--- src/rtl/temple_run_pkg.sv ---
// Shared constants, gap base table and FSM state encoding for the obstacle spawner.
package temple_run_pkg;

   localparam int TRACK_ROWS = 16;
   localparam int LANES      = 3;
   localparam int TRACK_W    = TRACK_ROWS * LANES;
   localparam int GAP_W      = 4;

   // Gap counter value held after reset, before any clear or reload.
   localparam logic [GAP_W-1:0] GAP_RESET = 4'd6;

   // Base spawn gap indexed by difficulty: 0 -> 6, 1 -> 4, 2 -> 3, 3 -> 2.
   localparam logic [3:0][GAP_W-1:0] GAP_BASE = {4'd2, 4'd3, 4'd4, 4'd6};

   typedef enum logic [1:0] {
      ST_IDLE  = 2'd0,
      ST_GAP   = 2'd1,
      ST_SPAWN = 2'd2
   } state_e;

endpackage

--- src/rtl/spawn_gap_counter.sv ---
// Down-counter for the number of empty frames between spawns.
// Clear loads the bare difficulty base; a non-empty spawn reloads base plus
// a two-bit random extension; GAP frames count down toward one.
module spawn_gap_counter
   import temple_run_pkg::*;
(
   input  logic             clk,
   input  logic             rst,
   input  logic             load_base_i,
   input  logic             reload_i,
   input  logic             dec_i,
   input  logic [1:0]       difficulty_i,
   input  logic [1:0]       rand_i,
   output logic [GAP_W-1:0] cnt_o,
   output logic             last_o
);

   logic [GAP_W-1:0] cnt_q;
   logic [GAP_W-1:0] cnt_d;

   // Next count: clear beats reload, reload beats decrement; never wraps below zero.
   always_comb begin
      cnt_d = cnt_q;
      if (load_base_i) begin
         cnt_d = GAP_BASE[difficulty_i];
      end else if (reload_i) begin
         cnt_d = GAP_BASE[difficulty_i] + {2'b00, rand_i};
      end else if (dec_i && (cnt_q != '0)) begin
         cnt_d = cnt_q - 1'b1;
      end
   end

   // Count register.
   always_ff @(posedge clk or negedge rst) begin
      if (!rst) begin
         cnt_q <= GAP_RESET;
      end else begin
         cnt_q <= cnt_d;
      end
   end

   assign cnt_o  = cnt_q;
   assign last_o = (cnt_q == 4'd1);

endmodule

--- src/rtl/obstacle_spawner.sv ---
// Obstacle track generator: 16-row x 3-lane shift register fed by a spawn FSM,
// with player-row collision pulse and a saturating passed-row counter.
//
//   state    | meaning
//   ---------+--------------------------------------------------------------
//   ST_IDLE  | game paused (enable=0); track and counters frozen
//   ST_GAP   | feeding empty rows, gap counter counting down per frame
//   ST_SPAWN | feeding random row; empty mask retries next frame
module obstacle_spawner
   import temple_run_pkg::*;
(
   input  logic               clk,
   input  logic               rst,
   input  logic [19:0]        random_number,
   input  logic               tick,
   input  logic               enable,
   input  logic               clear,
   input  logic [1:0]         difficulty,
   input  logic [1:0]         player_lane,
   output logic [TRACK_W-1:0] track,
   output logic               collision,
   output logic [15:0]        passed_count
);

   logic [1:0]         ready_q;
   logic               ready;
   logic               step;
   logic               do_clear;
   logic               advance;

   state_e             state_q;
   state_e             state_d;
   logic [TRACK_W-1:0] track_q;
   logic [TRACK_W-1:0] track_d;
   logic               collision_q;
   logic               collision_d;
   logic [15:0]        passed_count_q;
   logic [15:0]        passed_count_d;

   logic [2:0]         mask;
   logic [1:0]         sel;
   logic [2:0]         spawn_row;
   logic [2:0]         new_row;
   logic [2:0]         row14;
   logic [2:0]         row15;
   logic [1:0]         lane_eff;

   logic [GAP_W-1:0]   gap_cnt;
   logic               gap_last;
   logic               gap_reload;
   logic               gap_dec;

   // Only the low seven random bits are meaningful to the spawner.
   logic               unused_rand_bits;
   assign unused_rand_bits = ^random_number[19:7];

   // Release of reset is retimed through two flops, so no frame can land
   // before the second rising edge after rst goes high.
   always_ff @(posedge clk or negedge rst) begin
      if (!rst) begin
         ready_q <= 2'b00;
      end else begin
         ready_q <= {ready_q[0], 1'b1};
      end
   end

   assign ready    = ready_q[1];
   assign step     = ready & tick & enable;
   assign do_clear = ready & clear;
   assign advance  = step & ~do_clear;

   assign row14    = track_q[3*(TRACK_ROWS-2) +: LANES];
   assign row15    = track_q[3*(TRACK_ROWS-1) +: LANES];
   assign lane_eff = (player_lane == 2'd3) ? 2'd1 : player_lane;

   // Spawn candidate: a full mask has one lane knocked out so the player
   // always has an escape; selector 3 folds onto lane 0.
   always_comb begin
      mask      = random_number[2:0];
      sel       = (random_number[4:3] == 2'd3) ? 2'd0 : random_number[4:3];
      spawn_row = mask;
      if (mask == 3'b111) begin
         spawn_row[sel] = 1'b0;
      end
      new_row = (state_q == ST_SPAWN) ? spawn_row : 3'b000;
   end

   assign gap_reload = advance & (state_q == ST_SPAWN) & (spawn_row != 3'b000);
   assign gap_dec    = advance & (state_q == ST_GAP);

   spawn_gap_counter u_gap (
      .clk          (clk),
      .rst          (rst),
      .load_base_i  (do_clear),
      .reload_i     (gap_reload),
      .dec_i        (gap_dec),
      .difficulty_i (difficulty),
      .rand_i       (random_number[6:5]),
      .cnt_o        (gap_cnt),
      .last_o       (gap_last)
   );

   // Next FSM state; clear wins over a same-cycle frame, disable parks in IDLE.
   always_comb begin
      state_d = state_q;
      if (!ready) begin
         state_d = state_q;
      end else if (do_clear) begin
         state_d = enable ? ST_GAP : ST_IDLE;
      end else if (!enable) begin
         state_d = ST_IDLE;
      end else begin
         case (state_q)
            ST_IDLE:  state_d = ST_GAP;
            ST_GAP:   if (step && gap_last) state_d = ST_SPAWN;
            ST_SPAWN: if (step && (spawn_row != 3'b000)) state_d = ST_GAP;
            default:  state_d = ST_IDLE;
         endcase
      end
   end

   // Track shift, collision pulse and passed counter for the coming edge.
   always_comb begin
      track_d        = track_q;
      collision_d    = 1'b0;
      passed_count_d = passed_count_q;
      if (do_clear) begin
         track_d        = '0;
         passed_count_d = '0;
      end else if (advance) begin
         track_d     = {track_q[TRACK_W-LANES-1:0], new_row};
         collision_d = row14[lane_eff];
         if ((row15 != 3'b000) && (passed_count_q != 16'hFFFF)) begin
            passed_count_d = passed_count_q + 16'd1;
         end
      end
   end

   // State registers.
   always_ff @(posedge clk or negedge rst) begin
      if (!rst) begin
         state_q        <= ST_IDLE;
         track_q        <= '0;
         collision_q    <= 1'b0;
         passed_count_q <= '0;
      end else begin
         state_q        <= state_d;
         track_q        <= track_d;
         collision_q    <= collision_d;
         passed_count_q <= passed_count_d;
      end
   end

   assign track        = track_q;
   assign collision    = collision_q;
   assign passed_count = passed_count_q;

endmodule

--- config.mk ---
export PLATFORM = sky130hd
export DESIGN_NAME = obstacle_spawner
export DESIGN_NICKNAME = d
export VERILOG_FILES = /design/src/rtl/temple_run_pkg.sv /design/src/rtl/spawn_gap_counter.sv /design/src/rtl/obstacle_spawner.sv
export SDC_FILE = /design/constraint.sdc
export NUM_CORES = 1
export LEC_CHECK = 0
export CAP_MARGIN = 20
export CORE_MARGIN = 2
export CORE_UTILIZATION = 50
export CTS_BUF_LIST = sky130_fd_sc_hd__clkbuf_8
export DETAILED_ROUTE_END_ITERATION = 7
export GPL_TIMING_DRIVEN = 0
export HOLD_SLACK_MARGIN = 0.08
export PLACE_DENSITY = 0.83
export SYNTH_ARGS = -nofsm -noshare
export SYNTH_HDL_FRONTEND = slang
export SYNTH_SLANG_ARGS = --single-unit
--- constraint.sdc ---
create_clock -name clk -period 2.5 [get_ports clk]
set_clock_uncertainty 0.2 [all_clocks]
set_input_delay 0.5 -clock clk [delete_from_list [all_inputs] [get_ports clk]]
set_output_delay 0.5 -clock clk [all_outputs]
set_load 0.1 [all_outputs]
Yosys cells after proc, flatten, opt, wreduce, memory -nomap -nowiden. Cells that the tools add are included.

Memories: 0. Bits in writable memories: 0. Register bits: 73. Output and inout bits: 65. Latch bits: 0. Logic and storage cells: 72. Memory bits (read-only): 0.

Magnitude comparators: 4. Reductions and logical operators: 14. Add/sub/neg operators: 3. Divide/modulo/power cells: 0. Multiplexer cells: 26. Shift-type cells: 0. Eq/ne operators: 9. Multipliers: 0. Bitwise logic cells: 10.

Operators by type and width (number): $mux W48 (2); $mux W16 (3); $add A16 B1 Y16 const B (1); $mux W4 (4); $ne A16 B16 Y1 const B (1); $mux W2 (6); $lt A2 B3 Y1 const B (3); $reduce_bool A3 Y1 (3); $bmux W4 S2 (1); $ne A4 B3 Y1 const B (2); $and A1 B1 Y1 (7); $eq A2 B2 Y1 const B (3); $mux W3 (2); $pmux W2 S3 (1); $logic_and A1 B1 Y1 (5); $mux W1 (5); $add A4 B2 Y4 (1); $eq A4 B1 Y1 const B (1); $reduce_bool A2 Y1 (2); $reduce_bool A4 Y1 (1); $sub A4 B1 Y4 const B (1); $and A3 B3 Y3 (1); $eq A3 B3 Y1 const B (1); $not A3 Y3 (1); 8 further kinds (8).

Logic depth before layout (Yosys ltp). Gate-level depths: netlist of run 1.

Depth after elaboration: 15. Mapped depth: 6. Mapped depth without buffers: 6.

Hierarchy. A second synthesis of run 1 with hierarchy kept.

Cell total of the unflattened synthesis: 279. Area, all modules: 3240.6 µm².

By module, submodules not included: obstacle_spawner (sequential area each 1726.7 µm², cells each 235, times used 1, area each 2834.0 µm²); spawn_gap_counter (sequential area each 102.6 µm², cells each 44, times used 1, area each 406.6 µm²).

Worst setup path before layout of run 1. Ideal clock, no wire load.

Path type: register to register. Start point: register passed_count_q[0] (netlist: passed_count[0]). End point: register passed_count_q[14] (netlist: passed_count[14]). Path buffers: 0. Library setup time: 77 ps. Stages on the path, launching flop included: 6. Slack: 6 ps. Data required time: 2223 ps. Arrival time: 2216 ps. Cells stage by stage: dfrtp_1 ha_1 and3_1 nand3_2 or4_1 a21oi_1.

Word-level cells in the longest chain between the ends: 4. Elaborated cells on any way between the ends: 8.

Ends and longest elaborated chain: from (decl) (line obstacle_spawner.sv:37) `logic [15:0] passed_count_q;`; from (signal assigned) (line obstacle_spawner.sv:150) `passed_count_q <= passed_count_d;`; $add A16 B1 Y16 / $ne A16 B16 Y1 (equally long branches) (line obstacle_spawner.sv:134, obstacle_spawner.sv:133); $mux W16 / $logic_and A1 B1 Y1 (equally long branches) (line obstacle_spawner.sv:133) `if ((row15 != 3'b000) && (passed_count_q != 16'hFFFF)) begin`; $mux W16 / $reduce_bool A2 Y1 (equally long branches); $mux W16 / $reduce_and A2 Y1 (equally long branches).

Parallel ways exist; a longest one is shown, timed or not. The select of a mux whose other input is x is not followed. A chain may end at the register's enable or synchronous reset.

Worst setup path in the final report of run 1.
Start point: register passed_count_q[10] (netlist: passed_count[10]). End point: output port passed_count[10].

RTL lines: to (decl) (line obstacle_spawner.sv:22) `output logic [15:0] passed_count`.

No word-level cell between the ends.

==> flow_summary.json, run 1 <==
{
  "reg2reg_depth": 6,
  "pwr-share-clk_pct": 39.2,
  "share_of_power_burned_in_registers_pct": 51.6,
  "initial_core_util_pct": 51.2,
  "max-cap-violations": 0,
  "number_of_synthesized_register_bits": 73,
  "synth.net_count": 333,
  "worstSetupPathDepth": 1,
  "post-route-min-period_ns": 2.38,
  "nets": 424,
  "gr-usage-met1_pct": 29.1,
  "remaining_drc_errors": 0,
  "io_pins": 94,
  "worst-endpoint-required_ns": 1.80,
  "grt_busiest_layer": "met2",
  "ir_drop_mv": 0.292,
  "timing.critical_path.fanout_max": 7,
  "critical_path.n_buffers_inverters": 1,
  "mostFrequentLayoutCells": "sky130_fd_sc_hd__dfrtp_1, sky130_fd_sc_hd__dlygate4sd2_1, sky130_fd_sc_hd__a22o_1, sky130_fd_sc_hd__nand2_1, sky130_fd_sc_hd__mux2i_1",
  "complex_gate_fraction_of_the_synthesized_area_pct": 21.7,
  "drt-wirelength-per-cell_um": 16.9,
  "worst_setup_slack_final_ns": 0.121,
  "synth.yosys.warnings": 0,
  "dpl.cell_count": 456,
  "slew_headroom_pct": 31.6,
  "parity_gate_share_of_the_synthesized_area_counting_xor_and_xnor_cells_pct": 0.510,
  "hp-class": "in -> async",
  "worst-endpoint-arrival_ns": 1.68,
  "tritoncts": "built",
  "reg2reg_to": "u_gap.cnt_o[0]",
  "synth_flop_cell": "sky130_fd_sc_hd__dfrtp_1",
  "clock_path_buffers": 2,
  "coreArea_mm2": 0.00672,
  "cp_slowest_cell": "sky130_fd_sc_hd__dlygate4sd2_1",
  "insertion_delay_ns": 0.35,
  "p_comb_share_pct": 9.3,
  "synth.yosys.seq_area_share_pct": 53.2,
  "final_max_slew_viol_count": 0,
  "layout_area_overhead_pct": 29.7,
  "cts_inserted_buffers": 9,
  "io_buffer_count": 80,
  "post_synth_instance_area_mm2": 0.00344,
  "postSynthAreaPerCell_um2": 11.6,
  "globalRouteMet3Util_pct": 4.27,
  "worstSetupStartpointType": "flop",
  "clock_sink_count": 73,
  "path_cells": "dlygate4sd2_1",
  "dp_worst_setup_slack_ns": -0.193,
  "leakagePower_nw": 2.31,
  "cp-end-kind": "output port",
  "multi_input_area_mm2": 0.00151,
  "critical_path.top_delay_family": "buffers and inverters",
  "powerDensity_mw_per_mm2": 542,
  "drt_iter0_markers": 164,
  "synth.distinct_cells": 50,
  "die_area_mm2": 0.00755,
  "clkTransAtPathRegs_ns": 0.08,
  "first_global_vias": 2601,
  "place_congestion": 0.813,
  "route.vias.total": 2794,
  "drive_gt1_share_pct": 11.0,
  "routed_via_density": 5.92,
  "cts_setup_buffers": 0,
  "antenna-diode-count": 0,
  "final_common_cell": "sky130_fd_sc_hd__dfrtp_1",
  "antenna_violating_nets_post_route": 0,
  "globalRoute.totalOverflow": 0,
  "timing_hold_violations_final": 0,
  "register_area_mm2": 0.00183,
  "floorplan.rows": 30,
  "finalCritPeriodShare_pct": 95.2,
  "power.switching_fraction_pct": 26.3,
  "result_of_the_run": "completed",
  "reg2reg_setup_slack_ns": 0.36,
  "count_of_flip_flops_with_a_built_in_enable_after_synthesis": 0,
  "dr.pass1.iters": 4,
  "grt_pass1_wl_mm": 12.9,
  "rsz0062_at_grt": "false",
  "cts-root-buf": "sky130_fd_sc_hd__clkbuf_8",
  "finalInstanceArea_mm2": 0.00446,
  "gr-usage-all-layers_pct": 21.8,
  "synth_simple_gate_area_share_pct": 14.0,
  "synth_top_family_by_area": "compound AO/OA/AOI/OAI gates",
  "switchingPower_mw": 0.636,
  "setup-violations-final": 0,
  "maximum_number_of_pins_on_one_net_before_global_route_repair": 74,
  "fp.dieH_um": 86.9,
  "worst_path_largest_cell_delay_ns": 0.88,
  "floorplan.die.width_um": 86.9,
  "post_dp_area_mm2": 0.00434,
  "max_clock_freq_mhz": 420,
  "synthAdderAreaFrac_pct": 3.13,
  "routed_wirelength_mm": 7.96,
  "postSynthCellCount": 296,
  "worst_pin_slew_ns": 1.03,
  "cts_max_level": 3,
  "synth_async_sr_flop_share_pct": 100,
  "final_cells": 472,
  "synthMuxAreaShare_pct": 4.37,
  "type_of_the_setup_path_with_the_least_slack": "reg -> out",
  "dp.final_hpwl_mm": 5.69,
  "antenna_found_initial": 0,
  "power.total_mw": 2.42,
  "global_route.usage.met2_pct": 35.4,
  "timing.rr.start": "u_gap.cnt_o[1]",
  "internal_power_mw": 1.78,
  "fillCellCount": 543
}
==> state kept, by name, summed over array words and instances, names as in the netlist <==
| name | count |
|---|---|
| collision | 1 |
| passed_count | 16 |
| ready_q | 2 |
| state_q | 2 |
| track | 48 |
| u_gap.cnt_o | 4 |
==> through the flow <==
stage	hold WS (ns)	setup TNS [ns]	utilization (%)
4_1_cts	0.102	0	66.3
3_3_place_gp	0.136	-123.89	64.6
2_1_floorplan	0.00441	0	-
3_5_place_dp	0.147	-2.12	64.5
5_1_grt	0.134	0	66.4
6_report	0.0485	0	66.4
==> repair_timing <==
item                       in CTS  in global routing
setup endpoints to repair      65                  2
hold endpoints to repair        0                  0
resized for setup              65                  2
hold buffers                    0                  0
==> Yosys cell counts (2+ instances only) <==
cell type	count	area (um2)
sky130_fd_sc_hd__a211oi_1	3	22.5
sky130_fd_sc_hd__a211oi_2	5	62.6
sky130_fd_sc_hd__a21oi_1	7	35.0
sky130_fd_sc_hd__a22o_1	45	394
sky130_fd_sc_hd__a31oi_1	3	18.8
sky130_fd_sc_hd__a32o_1	3	30.0
sky130_fd_sc_hd__and3_1	9	56.3
sky130_fd_sc_hd__buf_2	9	45.0
sky130_fd_sc_hd__clkbuf_1	5	18.8
sky130_fd_sc_hd__dfrtp_1	71	1780
sky130_fd_sc_hd__dfstp_2	2	52.6
sky130_fd_sc_hd__ha_1	7	87.6
sky130_fd_sc_hd__inv_1	10	37.5
sky130_fd_sc_hd__mux2i_1	15	150
sky130_fd_sc_hd__nand2_1	22	82.6
sky130_fd_sc_hd__nand2b_1	11	68.8
sky130_fd_sc_hd__nand3_1	10	50.1
sky130_fd_sc_hd__nand3_2	2	20.0
sky130_fd_sc_hd__nand4_1	2	12.5
sky130_fd_sc_hd__nor2_1	6	22.5
sky130_fd_sc_hd__nor2_2	2	12.5
sky130_fd_sc_hd__nor2b_1	4	25.0
sky130_fd_sc_hd__nor3_1	5	25.0
sky130_fd_sc_hd__nor3b_1	2	15.0
sky130_fd_sc_hd__o21a_1	4	30.0
sky130_fd_sc_hd__o21ai_1	3	15.0
sky130_fd_sc_hd__o31ai_1	4	30.0
sky130_fd_sc_hd__o32a_1	2	20.0
sky130_fd_sc_hd__or4_1	2	15.0
==> layer usage <==
layer | up-vias | wire length [um]
met5 | - | 0
met4 | 0 | 126
met3 | 13 | 412
met2 | 87 | 3890
met1 | 1393 | 3530
li1 | 1301 | -
==> logic make-up after synthesis <==
kind of cell / after synthesis
XOR/XNOR: 2
buffers and inverters: 24
AND/OR/NAND/NOR: 85
AO/OA/AOI/OAI: 88
flip-flops: 73
other: 1
multiplexers: 15
adder cells (fa/ha/maj): 8
==> final cells by class <==
class	count	area share, %
buffer	14	1.46
clock buffer	9	2.78
clock inverter	7	1.77
inverter	10	0.842
multi-input combinational	199	33.8
sequential	73	41.0
tap	80	2.25
timing repair buffer	80	16.1
==> how the worst max path moves through the flow <==
stage / endpoint / start
after floorplan: passed_count[14] / passed_count[0]
after global placement: track[15] / rst
after detailed placement: passed_count[1] / clear
after CTS: passed_count[10] / passed_count[10]
after global routing: passed_count[10] / passed_count[10]
final: passed_count[10] / passed_count[10]
==> power groups by stage <==
stage	Clock, mW	Combinational [mW]	Sequential (mW)
after floorplan	0	0.141	1.26
after global placement	0	0.222	1.27
after detailed placement	0	0.227	1.27
after CTS	0.957	0.228	1.25
after global routing	1.02	0.253	1.25
final	0.947	0.224	1.25
Note: power is estimated with default switching activity, not from simulation.
==> run 2: changes to the inputs <==
--- a/config.mk
+++ b/config.mk
@@ -6,13 +6,14 @@
 export NUM_CORES = 1
 export LEC_CHECK = 0
 export CAP_MARGIN = 20
-export CORE_MARGIN = 2
+export CORE_MARGIN = 5
 export CORE_UTILIZATION = 50
 export CTS_BUF_LIST = sky130_fd_sc_hd__clkbuf_8
 export DETAILED_ROUTE_END_ITERATION = 7
 export GPL_TIMING_DRIVEN = 0
 export HOLD_SLACK_MARGIN = 0.08
 export PLACE_DENSITY = 0.83
+export SETUP_SLACK_MARGIN = 0.1
 export SYNTH_ARGS = -nofsm -noshare
 export SYNTH_HDL_FRONTEND = slang
 export SYNTH_SLANG_ARGS = --single-unit
==> run 2 against run 1 <==
  * Register-to-register slack about the same
  * Non-clock buffer count unchanged
  * Utilization decreased by 0.35 points
  * Clock-buffer cell count unchanged
  * Largest cell class unchanged
==> flow_summary.json, run 2 (synthesis results as in run 1) <==
{
  "result_of_the_run": "completed",
  "cts_inserted_buffers": 9,
  "largest_reg_flops": 48,
  "slew_headroom_pct": 33.3,
  "drive_gt1_share_pct": 12.0,
  "final_cells": 472,
  "dr.pass1.iters": 4,
  "grt_pass1_wl_mm": 13.7,
  "timing_hold_violations_final": 0,
  "dp_worst_setup_slack_ns": -0.265,
  "maximum_number_of_pins_on_one_net_before_global_route_repair": 74,
  "worst-endpoint-arrival_ns": 1.65,
  "max-cap-violations": 0,
  "powerDensity_mw_per_mm2": 540,
  "clock_path_buffers": 2,
  "worst-endpoint-required_ns": 1.80,
  "routed_wirelength_mm": 8.32,
  "type_of_the_setup_path_with_the_least_slack": "reg -> out",
  "fp.dieH_um": 92.9,
  "initial_core_util_pct": 50.9,
  "final_max_slew_viol_count": 0,
  "layout_area_overhead_pct": 29.7,
  "coreArea_mm2": 0.00676,
  "critical_path.top_delay_family": "buffers and inverters",
  "fillCellCount": 533,
  "insertion_delay_ns": 0.36,
  "post-route-min-period_ns": 2.35,
  "postLayoutCoreUtil_pct": 66.0,
  "register_area_mm2": 0.00183,
  "antenna_found_initial": 0,
  "worst_path_largest_cell_delay_ns": 0.85,
  "clkTransAtPathRegs_ns": 0.08,
  "post_dp_area_mm2": 0.00434,
  "routed_via_density": 5.95,
  "multi_input_area_mm2": 0.00151,
  "cp_slowest_cell": "sky130_fd_sc_hd__clkdlybuf4s15_1",
  "ir_drop_mv": 0.317,
  "ctsHoldBuffers": 0,
  "place_congestion": 0.818,
  "io_pins": 94,
  "critical_path.n_buffers_inverters": 1,
  "antenna_violating_nets_post_route": 0,
  "holdWs_ns": 0.0465,
  "floorplan.die.width_um": 92.9,
  "die_area_mm2": 0.00863,
  "worst_pin_slew_ns": 1.00,
  "cts-root-buf": "sky130_fd_sc_hd__clkbuf_8",
  "remaining_drc_errors": 0,
  "globalRoute.totalOverflow": 0,
  "antenna-diode-count": 0,
  "nets": 424,
  "drt-wirelength-per-cell_um": 17.6,
  "dp.final_hpwl_mm": 6.04,
  "dpl.cell_count": 456,
  "finalCritPeriodShare_pct": 94.2,
  "finalSetupTns_ns": 0,
  "worst_setup_slack_final_ns": 0.146,
  "floorplan.rows": 30,
  "setup-violations-final": 0,
  "final_common_cell": "sky130_fd_sc_hd__dfrtp_1",
  "hp-class": "in -> async",
  "finalInstanceArea_mm2": 0.00446,
  "route.vias.total": 2807,
  "rsz0062_at_grt": "false",
  "path_cells": "clkdlybuf4s15_1",
  "drt_iter0_markers": 114,
  "gr-usage-all-layers_pct": 20.0,
  "timing.critical_path.fanout_max": 6,
  "mostFrequentLayoutCells": "sky130_fd_sc_hd__dfrtp_1, sky130_fd_sc_hd__dlygate4sd2_1, sky130_fd_sc_hd__a22o_1, sky130_fd_sc_hd__nand2_1, sky130_fd_sc_hd__mux2i_1",
  "power.total_mw": 2.41,
  "worstSetupStartpointType": "flop",
  "io_buffer_count": 80,
  "cp-end-kind": "output port",
  "clock_sink_count": 73,
  "leakagePower_nw": 2.28,
  "first_global_vias": 2765,
  "tritoncts": "built",
  "cts_max_level": 3,
  "max_clock_freq_mhz": 425
}
run 2: changes by cell type in the layout (fill, tap and decap cells not counted), sizes merged:
cell,change
clkbuf,+2
clkdlybuf4s15,+5
clkinv,+1
dlygate4sd2,-7
inv,-1
run 2: final timing paths:
path | slack [ns] | startpoint | end | cells past startpoint
worst max-delay path | 0.15 | passed_count[2] | passed_count[2] | 1
worst min-delay path | 0.05 | rst | passed_count[8] | 1
worst max register to register | 0.36 | u_gap.cnt_o[1] | u_gap.cnt_o[0] | 6
worst min register to register | 0.16 | ready_q[0] | ready_q[1] | 0
max in group asynchronous | 1.41 | rst | passed_count[1] | 1
min in group clk | 0.16 | ready_q[0] | ready_q[1] | 0
run 2: layout make-up:
cell class              count  area share, %
plain buffers              14           1.46
repair buffers             80           16.0
clock buffers               9           2.78
flip-flops and latches     73           41.1
inverters                  10          0.842
clock inverters             7           1.77
multi-input cells         199           33.8
well taps                  80           2.24
run 2: where the power goes:
group          leakage [nW]  internal, mW  switching [mW]
sequential             1.00          1.21          0.0314
combinational          1.18        0.0968           0.130
clock                 0.104         0.469           0.468
run 2: repair_timing:
item                       4_1_cts  5_1_grt
setup buffers                    0        0
resized for setup               65       11
gates cloned                     0        0
setup endpoints to repair       65       17
run 2: layer usage:
metal / global-route usage (%) / wire [um] / up-vias
met5: 0 / 0 / -
met4: 4.76 / 120 / 0
met3: 5.69 / 431 / 14
met2: 33.4 / 4170 / 89
met1: 25.9 / 3600 / 1402
li1: - / - / 1302
==> run 3: changes to the inputs <==
--- a/config.mk
+++ b/config.mk
@@ -10,10 +10,13 @@
 export CORE_UTILIZATION = 50
 export CTS_BUF_LIST = sky130_fd_sc_hd__clkbuf_8
 export DETAILED_ROUTE_END_ITERATION = 7
+export GPL_ROUTABILITY_DRIVEN = 0
 export GPL_TIMING_DRIVEN = 0
 export HOLD_SLACK_MARGIN = 0.08
 export PLACE_DENSITY = 0.83
 export SETUP_SLACK_MARGIN = 0.1
+export SKIP_LAST_GASP = 1
+export SLEW_MARGIN = 20
 export SYNTH_ARGS = -nofsm -noshare
 export SYNTH_HDL_FRONTEND = slang
 export SYNTH_SLANG_ARGS = --single-unit
==> run 3 against run 2 <==
  * Final area is 0.93% higher
  * Worst hold slack improved by 0.11 ns
  * Utilization increased by 0.61 points
  * Global-route usage fell by 0.18 points
  * Die area did not move
  * Maximum frequency decreased by 0.48%
  * Largest power group unchanged
  * Cell count is 0.42% higher
  * Clock power decreased by 0.5%
  * Via count down 1.8%
  * Non-clock buffer count up 2
  * Sequential share of layout area decreased by 0.38 points
  * Critical endpoint is now passed_count[10]
  * Flip-flop and latch count unchanged
==> flow_summary.json, run 3 (synthesis results as in run 1) <==
{
  "cts-root-buf": "sky130_fd_sc_hd__clkbuf_8",
  "worst-endpoint-required_ns": 1.80,
  "max_clock_freq_mhz": 423,
  "gr-usage-all-layers_pct": 19.8,
  "holdWs_ns": 0.158,
  "path_cells": "clkdlybuf4s15_1",
  "grt_pass1_wl_mm": 13.7,
  "routed_via_density": 5.82,
  "antenna-diode-count": 0,
  "tritoncts": "built",
  "dpl.cell_count": 457,
  "routed_wirelength_mm": 8.25,
  "antenna_found_initial": 0,
  "first_global_vias": 2778,
  "final_cells": 474,
  "cts_max_level": 3,
  "fp.dieH_um": 92.9,
  "clock_path_buffers": 2,
  "setup-violations-final": 0,
  "largest_reg_flops": 48,
  "final_common_cell": "sky130_fd_sc_hd__dfrtp_1",
  "cp-end-kind": "output port",
  "finalCritPeriodShare_pct": 94.6,
  "drt-wirelength-per-cell_um": 17.4,
  "leakagePower_nw": 2.31,
  "type_of_the_setup_path_with_the_least_slack": "reg -> out",
  "dr.pass1.iters": 4,
  "clock_sink_count": 73,
  "worst_pin_slew_ns": 1.00,
  "result_of_the_run": "completed",
  "io_buffer_count": 80,
  "critical_path.n_buffers_inverters": 1,
  "maximum_number_of_pins_on_one_net_before_global_route_repair": 61,
  "floorplan.die.width_um": 92.9,
  "antenna_violating_nets_post_route": 0,
  "coreArea_mm2": 0.00676,
  "timing.critical_path.fanout_max": 7,
  "io_pins": 94,
  "worst_path_largest_cell_delay_ns": 0.86,
  "post_dp_area_mm2": 0.00437,
  "postLayoutCoreUtil_pct": 66.6,
  "worst-endpoint-arrival_ns": 1.67,
  "ir_drop_mv": 0.320,
  "nets": 426,
  "die_area_mm2": 0.00863,
  "cp_slowest_cell": "sky130_fd_sc_hd__clkdlybuf4s15_1",
  "worst_setup_slack_final_ns": 0.135,
  "clkTransAtPathRegs_ns": 0.08,
  "floorplan.rows": 30,
  "drive_gt1_share_pct": 12.2,
  "layout_area_overhead_pct": 30.9,
  "power.total_mw": 2.41,
  "powerDensity_mw_per_mm2": 536,
  "finalSetupTns_ns": 0,
  "insertion_delay_ns": 0.34,
  "critical_path.top_delay_family": "buffers and inverters",
  "final_max_slew_viol_count": 0,
  "mostFrequentLayoutCells": "sky130_fd_sc_hd__dfrtp_1, sky130_fd_sc_hd__dlygate4sd2_1, sky130_fd_sc_hd__a22o_1, sky130_fd_sc_hd__nand2_1, sky130_fd_sc_hd__mux2i_1",
  "finalInstanceArea_mm2": 0.00450,
  "fillCellCount": 541,
  "rsz0062_at_grt": "true",
  "drt_iter0_markers": 127,
  "hp-class": "reg -> reg",
  "route.vias.total": 2757,
  "globalRoute.totalOverflow": 0,
  "timing_hold_violations_final": 0,
  "worstSetupStartpointType": "flop",
  "initial_core_util_pct": 50.9,
  "dp.final_hpwl_mm": 6.13,
  "post-route-min-period_ns": 2.37,
  "remaining_drc_errors": 0,
  "max-cap-violations": 0,
  "cts_inserted_buffers": 9,
  "slew_headroom_pct": 33.5,
  "dp_worst_setup_slack_ns": -0.303
}
==> run 3: power breakdown <==
group	internal, mW	total, mW	switching (mW)
clock network	0.469	0.932	0.462
registers	1.21	1.25	0.0315
logic	0.102	0.235	0.133
==> run 3: layer usage <==
| metal | GRT usage (%) | up-vias | share of wire [%] |
|---|---|---|---|
| li1 | - | 1302 | - |
| met1 | 26.3 | 1376 | 45 |
| met2 | 32.6 | 69 | 49 |
| met3 | 5.04 | 10 | 4.4 |
| met4 | 5.13 | 0 | 1.2 |
| met5 | 0 | - | 0 |
==> run 3: final cells by class <==
class / instances / area, um2 / area share (%)
repair buffers: 82 / 756 / 16.8
clock inverters: 7 / 78.8 / 1.75
inverters: 10 / 37.5 / 0.834
multi-input cells: 199 / 1510 / 33.5
well taps: 80 / 100 / 2.22
flip-flops and latches: 73 / 1830 / 40.7
plain buffers: 14 / 66.3 / 1.47
clock buffers: 9 / 124 / 2.75
==> run 3: worst reg2reg max path: stages (launching register included) <==
cell and delay [ns]:
sky130_fd_sc_hd__dfstp_2 0.57, sky130_fd_sc_hd__inv_1 0.06, sky130_fd_sc_hd__ha_1 0.20, sky130_fd_sc_hd__nor2b_1 0.14, sky130_fd_sc_hd__a221oi_2 0.47, sky130_fd_sc_hd__o32ai_1 0.13
sky130_fd_sc_hd__a311oi_1 0.27
==> run 3: final timing paths <==
check	start	to	slack (ns)	depth (start not counted)
worst max-delay path	passed_count[10]	passed_count[10]	0.13	1
worst min-delay path	ready_q[0]	ready_q[1]	0.16	0
worst max register to register	u_gap.cnt_o[1]	u_gap.cnt_o[0]	0.36	6
worst min register to register	ready_q[0]	ready_q[1]	0.16	0
max in group asynchronous	rst	passed_count[0]	1.19	3
min in group asynchronous	rst	passed_count[8]	0.35	2
==> run 3: what timing repair did <==
action                                  in CTS  in global routing
setup buffers                                0                  0
hold endpoints to repair                    13                  0
hold buffers                                 1                  0
endpoints found under the setup margin      74                  6
gates resized for setup                     66                  8
